$ cat config.mk
export PLATFORM = sky130hd
export DESIGN_NAME = bus_slave_mux_wdt
export DESIGN_NICKNAME = d
export VERILOG_FILES = /design/src/rtl/bus_slave_mux_wdt_pkg.sv /design/src/rtl/bus_prio_enc.sv /design/src/rtl/bus_slave_mux_wdt.sv
export SDC_FILE = /design/constraint.sdc
export NUM_CORES = 1
export LEC_CHECK = 0
export CORE_AREA = 5 5 120 122
export CTS_CLUSTER_DIAMETER = 120
export DETAILED_ROUTE_END_ITERATION = 7
export DIE_AREA = 0 0 125 127
export GPL_ROUTABILITY_DRIVEN = 0
export PLACE_DENSITY_LB_ADDON = 0.05
export SETUP_SLACK_MARGIN = 0.5
export SYNTH_ARGS = -nofsm -noshare
export SYNTH_HDL_FRONTEND = slang
export SYNTH_SLANG_ARGS = --single-unit
$ cat constraint.sdc
create_clock -name clk -period 4.2 [get_ports clk]
set_clock_uncertainty 0.15 [all_clocks]
set_input_delay 1.26 -clock clk [delete_from_list [all_inputs] [get_ports clk]]
set_output_delay 1.26 -clock clk [all_outputs]
set_load 0.02 [all_outputs]
$ cat src/rtl/bus_slave_mux_wdt_pkg.sv
// Shared definitions for the slave response multiplexer and its bus watchdog.
package bus_slave_mux_wdt_pkg;

    localparam int WORD_DATA_W = 32;
    localparam int IDX_W_DEF   = 4;

    localparam logic ENABLE_  = 1'b0;
    localparam logic DISABLE_ = 1'b1;

    typedef enum logic [1:0] {
        ST_IDLE = 2'd0,
        ST_WAIT = 2'd1,
        ST_TOUT = 2'd2
    } wdt_state_e;

    // A disabled watchdog (timeout 0) still needs a 1-bit counter to stay legal.
    function automatic int wdt_cnt_width(input int timeout);
        return (timeout > 0) ? $clog2(timeout + 1) : 1;
    endfunction

endpackage

$ cat src/rtl/bus_prio_enc.sv
// Active-low chip-select priority encoder: lowest asserted index wins.
module bus_prio_enc
    import bus_slave_mux_wdt_pkg::*;
#(
    parameter int N     = 8,
    parameter int IDX_W = IDX_W_DEF
) (
    input  logic [N-1:0]     cs_n_i,
    output logic [IDX_W-1:0] sel_o,
    output logic             any_o,
    output logic             multi_o
);

    // Scan from the top so the lowest asserted index is the last one written.
    always_comb begin
        sel_o   = '0;
        any_o   = 1'b0;
        multi_o = 1'b0;
        for (int i = N - 1; i >= 0; i--) begin
            sel_o   = (cs_n_i[i] == ENABLE_) ? IDX_W'(i) : sel_o;
            multi_o = multi_o | (any_o & (cs_n_i[i] == ENABLE_));
            any_o   = any_o | (cs_n_i[i] == ENABLE_);
        end
    end

endmodule

$ cat src/rtl/bus_slave_mux_wdt.sv
// Fixed-priority slave read-data/ready multiplexer with a bus watchdog that
// forces an error-terminated response, plus sticky error status.
module bus_slave_mux_wdt
    import bus_slave_mux_wdt_pkg::*;
#(
    parameter int NUM_SLAVES = 8,
    parameter int DATA_W     = WORD_DATA_W,
    parameter int TIMEOUT    = 255,
    parameter int IDX_W      = IDX_W_DEF
) (
    input  logic                         clk,
    input  logic                         reset_,
    input  logic [NUM_SLAVES-1:0]        s_cs_,
    input  logic [NUM_SLAVES*DATA_W-1:0] s_rd_data,
    input  logic [NUM_SLAVES-1:0]        s_rdy_,
    output logic [DATA_W-1:0]            m_rd_data,
    output logic                         m_rdy_,
    output logic                         m_err,
    input  logic                         err_clr,
    output logic                         sts_tout,
    output logic                         sts_multi,
    output logic [IDX_W-1:0]             sts_tout_idx
);

    localparam int CNT_W = wdt_cnt_width(TIMEOUT);
    localparam int CNT_LAST_I = (TIMEOUT > 0) ? TIMEOUT - 1 : 0;
    localparam logic [CNT_W-1:0] CNT_LAST = CNT_W'(CNT_LAST_I);
    localparam logic [CNT_W-1:0] CNT_MAX  = {CNT_W{1'b1}};

    logic [IDX_W-1:0]  sel_s;
    logic              any_cs_s;
    logic              multi_s;
    logic [DATA_W-1:0] slice_data_s;
    logic              slice_rdy_s;
    logic              waiting_s;
    logic [CNT_W-1:0]  waited_s;

    wdt_state_e        state_q, state_d;
    logic [CNT_W-1:0]  cnt_q, cnt_d;
    logic [IDX_W-1:0]  sel_q;
    logic              m_err_q, m_err_d;
    logic              sts_tout_q, sts_tout_d;
    logic              sts_multi_q, sts_multi_d;
    logic [IDX_W-1:0]  sts_idx_q, sts_idx_d;

    bus_prio_enc #(
        .N     (NUM_SLAVES),
        .IDX_W (IDX_W)
    ) u_prio_enc (
        .cs_n_i  (s_cs_),
        .sel_o   (sel_s),
        .any_o   (any_cs_s),
        .multi_o (multi_s)
    );

    // Route the selected slave's data and ready.
    always_comb begin
        slice_data_s = '0;
        slice_rdy_s  = DISABLE_;
        for (int i = 0; i < NUM_SLAVES; i++) begin
            slice_data_s = (sel_s == IDX_W'(i)) ? s_rd_data[i*DATA_W +: DATA_W] : slice_data_s;
            slice_rdy_s  = (sel_s == IDX_W'(i)) ? s_rdy_[i] : slice_rdy_s;
        end
    end

    // State register, wait counter and previous-cycle select.
    always_ff @(posedge clk or negedge reset_) begin
        if (!reset_) begin
            state_q <= ST_IDLE;
            cnt_q   <= '0;
            sel_q   <= '0;
            m_err_q <= 1'b0;
        end else begin
            state_q <= state_d;
            cnt_q   <= cnt_d;
            sel_q   <= sel_s;
            m_err_q <= m_err_d;
        end
    end

    // Next state: cnt holds the number of earlier waiting cycles, so the
    // forced response lands in the (TIMEOUT+1)-th consecutive waiting cycle.
    always_comb begin
        state_d   = state_q;
        cnt_d     = cnt_q;
        waiting_s = any_cs_s & (slice_rdy_s == DISABLE_);
        waited_s  = ((state_q == ST_WAIT) && (sel_s == sel_q)) ? cnt_q : '0;
        case (state_q)
            ST_IDLE, ST_WAIT: begin
                if (!any_cs_s) begin
                    state_d = ST_IDLE;
                    cnt_d   = '0;
                end else if (!waiting_s) begin
                    state_d = ST_WAIT;
                    cnt_d   = '0;
                end else if ((TIMEOUT != 0) && (waited_s == CNT_LAST)) begin
                    state_d = ST_TOUT;
                    cnt_d   = '0;
                end else begin
                    state_d = ST_WAIT;
                    cnt_d   = (waited_s == CNT_MAX) ? waited_s : waited_s + CNT_W'(1);
                end
            end
            ST_TOUT: begin
                state_d = any_cs_s ? ST_WAIT : ST_IDLE;
                cnt_d   = '0;
            end
            default: begin
                state_d = ST_IDLE;
                cnt_d   = '0;
            end
        endcase
    end

    // Master response: forced termination overrides the slave in TOUT.
    always_comb begin
        m_err_d = (state_d == ST_TOUT);
        if (state_q == ST_TOUT) begin
            m_rd_data = '0;
            m_rdy_    = ENABLE_;
        end else if (any_cs_s) begin
            m_rd_data = slice_data_s;
            m_rdy_    = slice_rdy_s;
        end else begin
            m_rd_data = '0;
            m_rdy_    = DISABLE_;
        end
    end

    // Sticky status next values; a new event beats a coincident clear.
    always_comb begin
        sts_tout_d  = (state_q == ST_TOUT) ? 1'b1 : (err_clr ? 1'b0 : sts_tout_q);
        sts_multi_d = multi_s ? 1'b1 : (err_clr ? 1'b0 : sts_multi_q);
        sts_idx_d   = (state_q == ST_TOUT) ? sel_q : sts_idx_q;
    end

    // Sticky status registers.
    always_ff @(posedge clk or negedge reset_) begin
        if (!reset_) begin
            sts_tout_q  <= 1'b0;
            sts_multi_q <= 1'b0;
            sts_idx_q   <= '0;
        end else begin
            sts_tout_q  <= sts_tout_d;
            sts_multi_q <= sts_multi_d;
            sts_idx_q   <= sts_idx_d;
        end
    end

    assign m_err        = m_err_q;
    assign sts_tout     = sts_tout_q;
    assign sts_multi    = sts_multi_q;
    assign sts_tout_idx = sts_idx_q;

endmodule
==> impl_metrics.py, run 1 <==
metrics = {
    "yosys": {
        "avgSynthCellArea_um2": 6.58,
        "synth-seq-cells": 19,
        "synthCells": 484,
        "synth_flop_cell": "dfrtp_1",
        "synthArstFlopShare": 1.00,
        "seq_area_frac_synth": 0.149,
        "synth_edf_count": 0,
        "synthesis.area_um2": 3190,
        "synthDistinctLibCells": 57,
        "yosysWarnings": 0,
        "syn-num-nets": 761,
    },
    "setup_path": {
        "end_kind": "output pin",
        "crit_slowest_cell": "or3_4",
        "cpLargestDelayFamily": "simple AND/OR/NAND/NOR gates",
        "cp.required_ns": 2.79,
        "cp_max_fo": 6,
        "crit_path_start_kind": "primary input",
        "path_buf_inv": 5,
        "slowest_delay_ns": 0.37,
        "cp.arrival_ns": 2.91,
        "worstPathCellList": "buf_6 > nand4_1 > buf_4 > or3_4 > nor2_4 > buf_12 > buf_16 > nand2_4 > a31oi_4 > buf_6",
        "cp_common_cell": "buf_6",
        "worst-setup-path-type": "primary input to output pin",
    },
    "floorplanning": {
        "ios": 315,
        "die_w_um": 125,
        "die_area_um2": 15900,
        "start_util": 0.244,
        "coreArea_um2": 13100,
        "row_count": 42,
        "die_h_um": 127,
    },
    "place": {
        "pre_cts_ws_ns": -1.05,
        "io_buffers": 313,
        "dp.final_hpwl_mm": 17.7,
        "placed_cells": 1015,
        "placed_area_um2": 7760,
    },
    "sta": {
        "tightest_slew_ns": 0.847,
        "slew_headroom": 0.433,
        "fin_crit_ns": 4.32,
        "rsz0062_at_grt": "yes",
        "maxSlewViolCount": 0,
        "setup_viol": 27,
        "setup_ws_ns": -0.118,
        "post-route-period-util": 1.03,
        "timing.setup.tns_ns": -1.12,
        "hold_violations": 0,
        "fmax_mhz": 232,
    },
    "outcome": {
        "outcome": "finished, violations left",
        "violations": "negative setup slack",
    },
    "global_routing": {
        "track_usage": 0.259,
        "antenna_found_initial": 0,
        "grt_max_degree": 21,
        "grt_pass1_wl_mm": 33.4,
        "grt_pass1_vias": 6022,
        "globalRouteOverflowTotal": 0,
    },
    "layout": {
        "antenna_cells": 0,
        "fillers": 1035,
        "fin_nets": 1158,
        "drive_gt1_frac": 0.419,
        "area_delta_synth_final_pct": 183,
        "final_cells": 1056,
        "finalInstanceArea_um2": 9020,
    },
    "clocking": {
        "clock_latency_ns": 0.25,
        "cts_root_buf": "clkbuf_16",
        "clk_pin_slew_ns": 0.05,
        "numCtsBuffers": 3,
        "cts.path.max_buffers": 2,
        "clock_sinks": 19,
        "htree_num_levels": 1,
        "cts_tree": "done",
    },
    "drt": {
        "routed_via_density": 5.42,
        "drc": 0,
        "vias": 5727,
        "dr.pass1.iters": 4,
        "postRouteWirelength_mm": 22.8,
        "drt-initial-drc-count": 201,
        "post_drt_wl_per_cell_um": 21.6,
        "final_antenna_net_count": 0,
    },
    "power": {
        "power.total_mw": 1.24,
        "p_leak_nw": 3.44,
        "powerDensity_nw_per_um2": 137,
        "vdd_drop_max_mv": 0.199,
    },
    "job": {
        "maxCapViolations": 0,
    },
    "worst_hold_path": {
        "hp-class": "flip-flop to flip-flop",
    },
}
==> layout make-up <==
cell class / count / area (µm²) / share of cell area
inverter: 8 / 33.8 / 0.00374
multi-input combinational: 415 / 3750 / 0.416
clock inverter: 1 / 7.51 / 0.000832
timing repair buffer: 434 / 4460 / 0.494
clock buffer: 3 / 75.1 / 0.00832
tap: 176 / 220 / 0.0244
sequential: 19 / 475 / 0.0527
==> stage by stage <==
stage               hold slack [ns]  utilization
global route                  0.355        0.690
floorplan                     0.300            -
CTS                           0.329        0.648
detailed placement            0.316        0.593
finish                        0.325        0.690
global placement              0.310        0.593
==> kinds of logic (layout without fill, tap and decap cells) <==
logic type | count (synthesis) | after routing | synth area share
buf+inv | 50 | 446 | 0.0628
mux | 2 | 2 | 0.00628
simple gates | 174 | 174 | 0.258
flops | 19 | 19 | 0.149
other cells | 1 | 1 | 0.00118
fa+ha+maj | 3 | 3 | 0.0110
xor+xnor | 4 | 4 | 0.0110
compound gates | 231 | 231 | 0.500
==> state kept, by name (all words and copies together) (netlist names) <==
signal,cells
cnt_q,8
sel_q,3
sts_tout_idx,3
state_q,2
m_err,1
sts_multi,1
sts_tout,1
==> report_power, final <==
part	internal [mW]	leakage, nW	switching, mW
registers	0.188	0.250	0.00552
logic	0.509	3.15	0.338
clock network	0.129	0.0371	0.0705
total	0.826	3.44	0.414
==> worst paths after layout <==
check / start / to / slack [ns] / cells after the start
setup / recovery: s_cs_[3] / m_rd_data[26] / -0.12 / 10
hold / removal: sts_tout_idx[2] / sts_tout_idx[2] / 0.32 / 2
setup reg to reg: sel_q[1] / cnt_q[0] / 1.27 / 11
hold reg to reg: sts_tout_idx[2] / sts_tout_idx[2] / 0.32 / 2
max in group asynchronous: reset_ / sel_q[2] / 2.03 / 1
min in group asynchronous: reset_ / cnt_q[6] / 1.34 / 1
==> layout by cell type (no fill, tap or decap), types with 20 or more instances in the layout <==
master             n
buf_4             72
clkdlybuf4s50_1  271
a21oi_1           25
nand2_4           20
nand2_2           22
nand2_1           42
o2bb2ai_1         22
nor2_1            29
a21oi_2           41
buf_6             68
==> layer usage <==
metal  global-route usage  part of all wire  routed length, µm
met1                0.283              0.37               8400
met2                0.495              0.52              11800
met3               0.0618             0.074               1680
met4               0.0791             0.039                892
met5                    0                 0                  0
==> cells in the mapped netlist, types with 3 or more instances <==
library cell | n | area [µm²]
nand2_1 | 85 | 319
a21oi_1 | 73 | 365
nor2_1 | 35 | 131
clkbuf_1 | 33 | 124
a221oi_1 | 27 | 236
o2bb2ai_1 | 27 | 236
o21ai_0 | 23 | 115
a22oi_1 | 21 | 158
a31oi_1 | 21 | 131
dfrtp_1 | 19 | 475
a22o_1 | 14 | 123
nand2b_1 | 9 | 56.3
a211oi_1 | 8 | 60.1
nand4_1 | 8 | 50.1
buf_2 | 7 | 35.0
inv_1 | 7 | 26.3
and3_1 | 5 | 31.3
nand3_1 | 4 | 20.0
nor2b_1 | 4 | 25.0
a211oi_2 | 3 | 37.5
nor3_1 | 3 | 15.0
or4_1 | 3 | 22.5
==> worst min-delay path, stage by stage (launching register included) <==
cell and delay [ns]:
dfrtp_1 0.34, nand2_1 0.05, nand2_1 0.06
==> repair_timing <==
| action | 4_1_cts | 5_1_grt |
|---|---|---|
| hold buffers | 0 | 0 |
| setup buffers | 22 | 10 |
| pin swaps | 56 | 63 |
| hold endpoints to repair | 0 | 0 |
| gates resized for setup | 333 | 99 |
| setup endpoints to repair | 44 | 44 |
| gates cloned | 3 | 2 |
Power figures use the tool's default switching activity.
==> run 2, diff against run 1 <==
CORE_AREA = 2 2 124 126   (was 5 5 120 122)
CTS_BUF_LIST = sky130_fd_sc_hd__clkbuf_8   (was unset)
DIE_AREA = 0 0 126 128   (was 0 0 125 127)
==> impl_metrics.py, run 2 (synthesized netlist as in run 1, its figures left out) <==
metrics = {
    "sta": {
        "setup_viol": 33,
        "slew_headroom": 0.418,
        "hold_violations": 0,
        "fmax_mhz": 230,
        "maxSlewViolCount": 0,
        "post-route-period-util": 1.04,
        "fin_crit_ns": 4.35,
        "rsz0062_at_grt": "yes",
        "tightest_slew_ns": 0.870,
        "setup_ws_ns": -0.149,
    },
    "power": {
        "vdd_drop_max_mv": 0.238,
        "p_leak_nw": 3.63,
        "powerDensity_nw_per_um2": 130,
        "clkPwrFrac": 0.110,
        "p_switching_mw": 0.440,
        "p_int_mw": 0.810,
        "seqPwrFrac": 0.154,
        "power.total_mw": 1.25,
        "combPwrFrac": 0.736,
        "p_sw_frac": 0.352,
    },
    "layout": {
        "antenna_cells": 0,
        "largest-register": "cnt_q",
        "largest_register_ff_count": 8,
        "most-common-layout-cells": "clkdlybuf4s50_1 (271), buf_4 (80), buf_6 (72)",
        "layout_commonest_cell": "clkdlybuf4s50_1",
        "fin_nets": 1183,
        "drive_gt1_frac": 0.455,
        "area_delta_synth_final_pct": 201,
        "final_cells": 1093,
        "final_util": 0.646,
    },
    "clocking": {
        "clock_latency_ns": 0.26,
        "cts_root_buf": "clkbuf_8",
        "clock_sinks": 19,
        "htree_num_levels": 1,
        "cts_tree": "done",
        "clk_pin_slew_ns": 0.08,
        "numCtsBuffers": 3,
        "cts.path.max_buffers": 2,
    },
    "outcome": {
        "outcome": "finished, violations left",
        "violations": "negative setup slack",
    },
    "drt": {
        "drt-initial-drc-count": 208,
        "routed_via_density": 5.22,
        "vias": 5705,
        "post_drt_wl_per_cell_um": 21.2,
        "postRouteWirelength_mm": 23.2,
        "drc": 0,
        "dr.pass1.iters": 4,
        "final_antenna_net_count": 0,
    },
    "setup_path": {
        "cp.depth": 12,
        "worst-setup-path-type": "primary input to output pin",
        "end_kind": "output pin",
        "cp.arrival_ns": 2.94,
        "cpLargestDelayFamily": "compound AO/OA/AOI/OAI gates",
        "path_buf_inv": 6,
        "crit_path_start_kind": "primary input",
        "worstPathCellList": "buf_6 > buf_8 > buf_6 > nand2_4 > o31ai_4 > buf_4 > buf_6 > a22o_1 > a211oi_4 > o31ai_4 > a21oi_2 > buf_6",
        "slowest_delay_ns": 0.27,
        "crit_slowest_cell": "a211oi_4",
        "cp.required_ns": 2.79,
        "cp_max_fo": 7,
        "r2r_slack_ns": 1.27,
        "r2r_cells": 11,
        "cp_common_cell": "buf_6",
    },
    "global_routing": {
        "globalRouteOverflowTotal": 0,
        "antenna_found_initial": 0,
        "grt_pass1_wl_mm": 34.2,
        "track_usage": 0.266,
        "grt_pass1_vias": 5966,
        "grt_max_degree": 27,
    },
    "place": {
        "dp.final_hpwl_mm": 17.0,
        "placed_cells": 1026,
        "pre_cts_ws_ns": -1.12,
        "io_buffers": 313,
    },
    "worst_hold_path": {
        "holdPathStages": 2,
        "hp-class": "flip-flop to flip-flop",
    },
    "floorplanning": {
        "die_area_um2": 16100,
        "coreArea_um2": 14900,
        "ios": 315,
        "die_h_um": 128,
        "row_count": 45,
        "start_util": 0.214,
        "die_w_um": 126,
    },
    "job": {
        "maxCapViolations": 0,
    },
}
[run 2: cell type report]
type                            count  area, µm²
Clock buffer                        3       41.3
Clock inverter                      1       7.51
Fill cell                        1213       5270
Inverter                            8       40.0
Multi-Input combinational cell    415       3960
Sequential cell                    19        475
Tap cell                          188        235
Timing Repair Buffer              459       4840
[run 2: per-stage QoR]
stage / hold slack (ns) / setup TNS (ns) / instance area (µm²)
6_report: 0.342 / -1.94 / 9600
5_1_grt: 0.377 / -4.00 / 9600
4_1_cts: 0.347 / -1.44 / 9060
3_5_place_dp: 0.320 / -37.84 / 7780
3_3_place_gp: 0.309 / -36.21 / 7780
2_1_floorplan: 0.300 / -0.00448 / 3940
[run 2: path summary, 6_finish.rpt]
check,end,from
worst max-delay path,m_rdy_,s_cs_[3]
worst min-delay path,sts_tout_idx[2],sts_tout_idx[2]
worst max register to register,cnt_q[0],sel_q[1]
worst min register to register,sts_tout_idx[2],sts_tout_idx[2]
max in group asynchronous,sel_q[2],reset_
min in group asynchronous,state_q[0],reset_
[run 2: worst register-to-register path: cells and delay by family, from the launching register on]
family / cells / cell delay (ns)
and+or+nand+nor: 6 / 1.30
xor gates and xnor gates: 1 / 0.11
AOI/OAI and AO/OA: 3 / 0.75
DFF: 1 / 0.42
adders and majority gates: 1 / 0.13
[run 2: repair_timing]
item | in CTS | in global routing
cloned | 9 | 1
pin swaps | 70 | 68
setup buffers | 38 | 15
hold buffers | 0 | 0
endpoints found under the setup margin | 44 | 44
resized for setup | 379 | 86
[run 2: metal layers]
metal | vias up | global-route usage | wire length [µm]
met1 | 2749 | 0.327 | 9410
met4 | 0 | 0.0821 | 786
met2 | 199 | 0.477 | 11700
li1 | 2711 | - | -
met3 | 46 | 0.0438 | 1210
met5 | - | 0 | 0
[run 2: power by group through the flow]
stage	Combinational [mW]	Clock [mW]	Sequential, mW
after detailed placement	0.728	0	0.195
after floorplan	0.300	0	0.194
final	0.920	0.137	0.193
after global routing	0.969	0.150	0.193
after CTS	0.857	0.140	0.193
after global placement	0.723	0	0.195
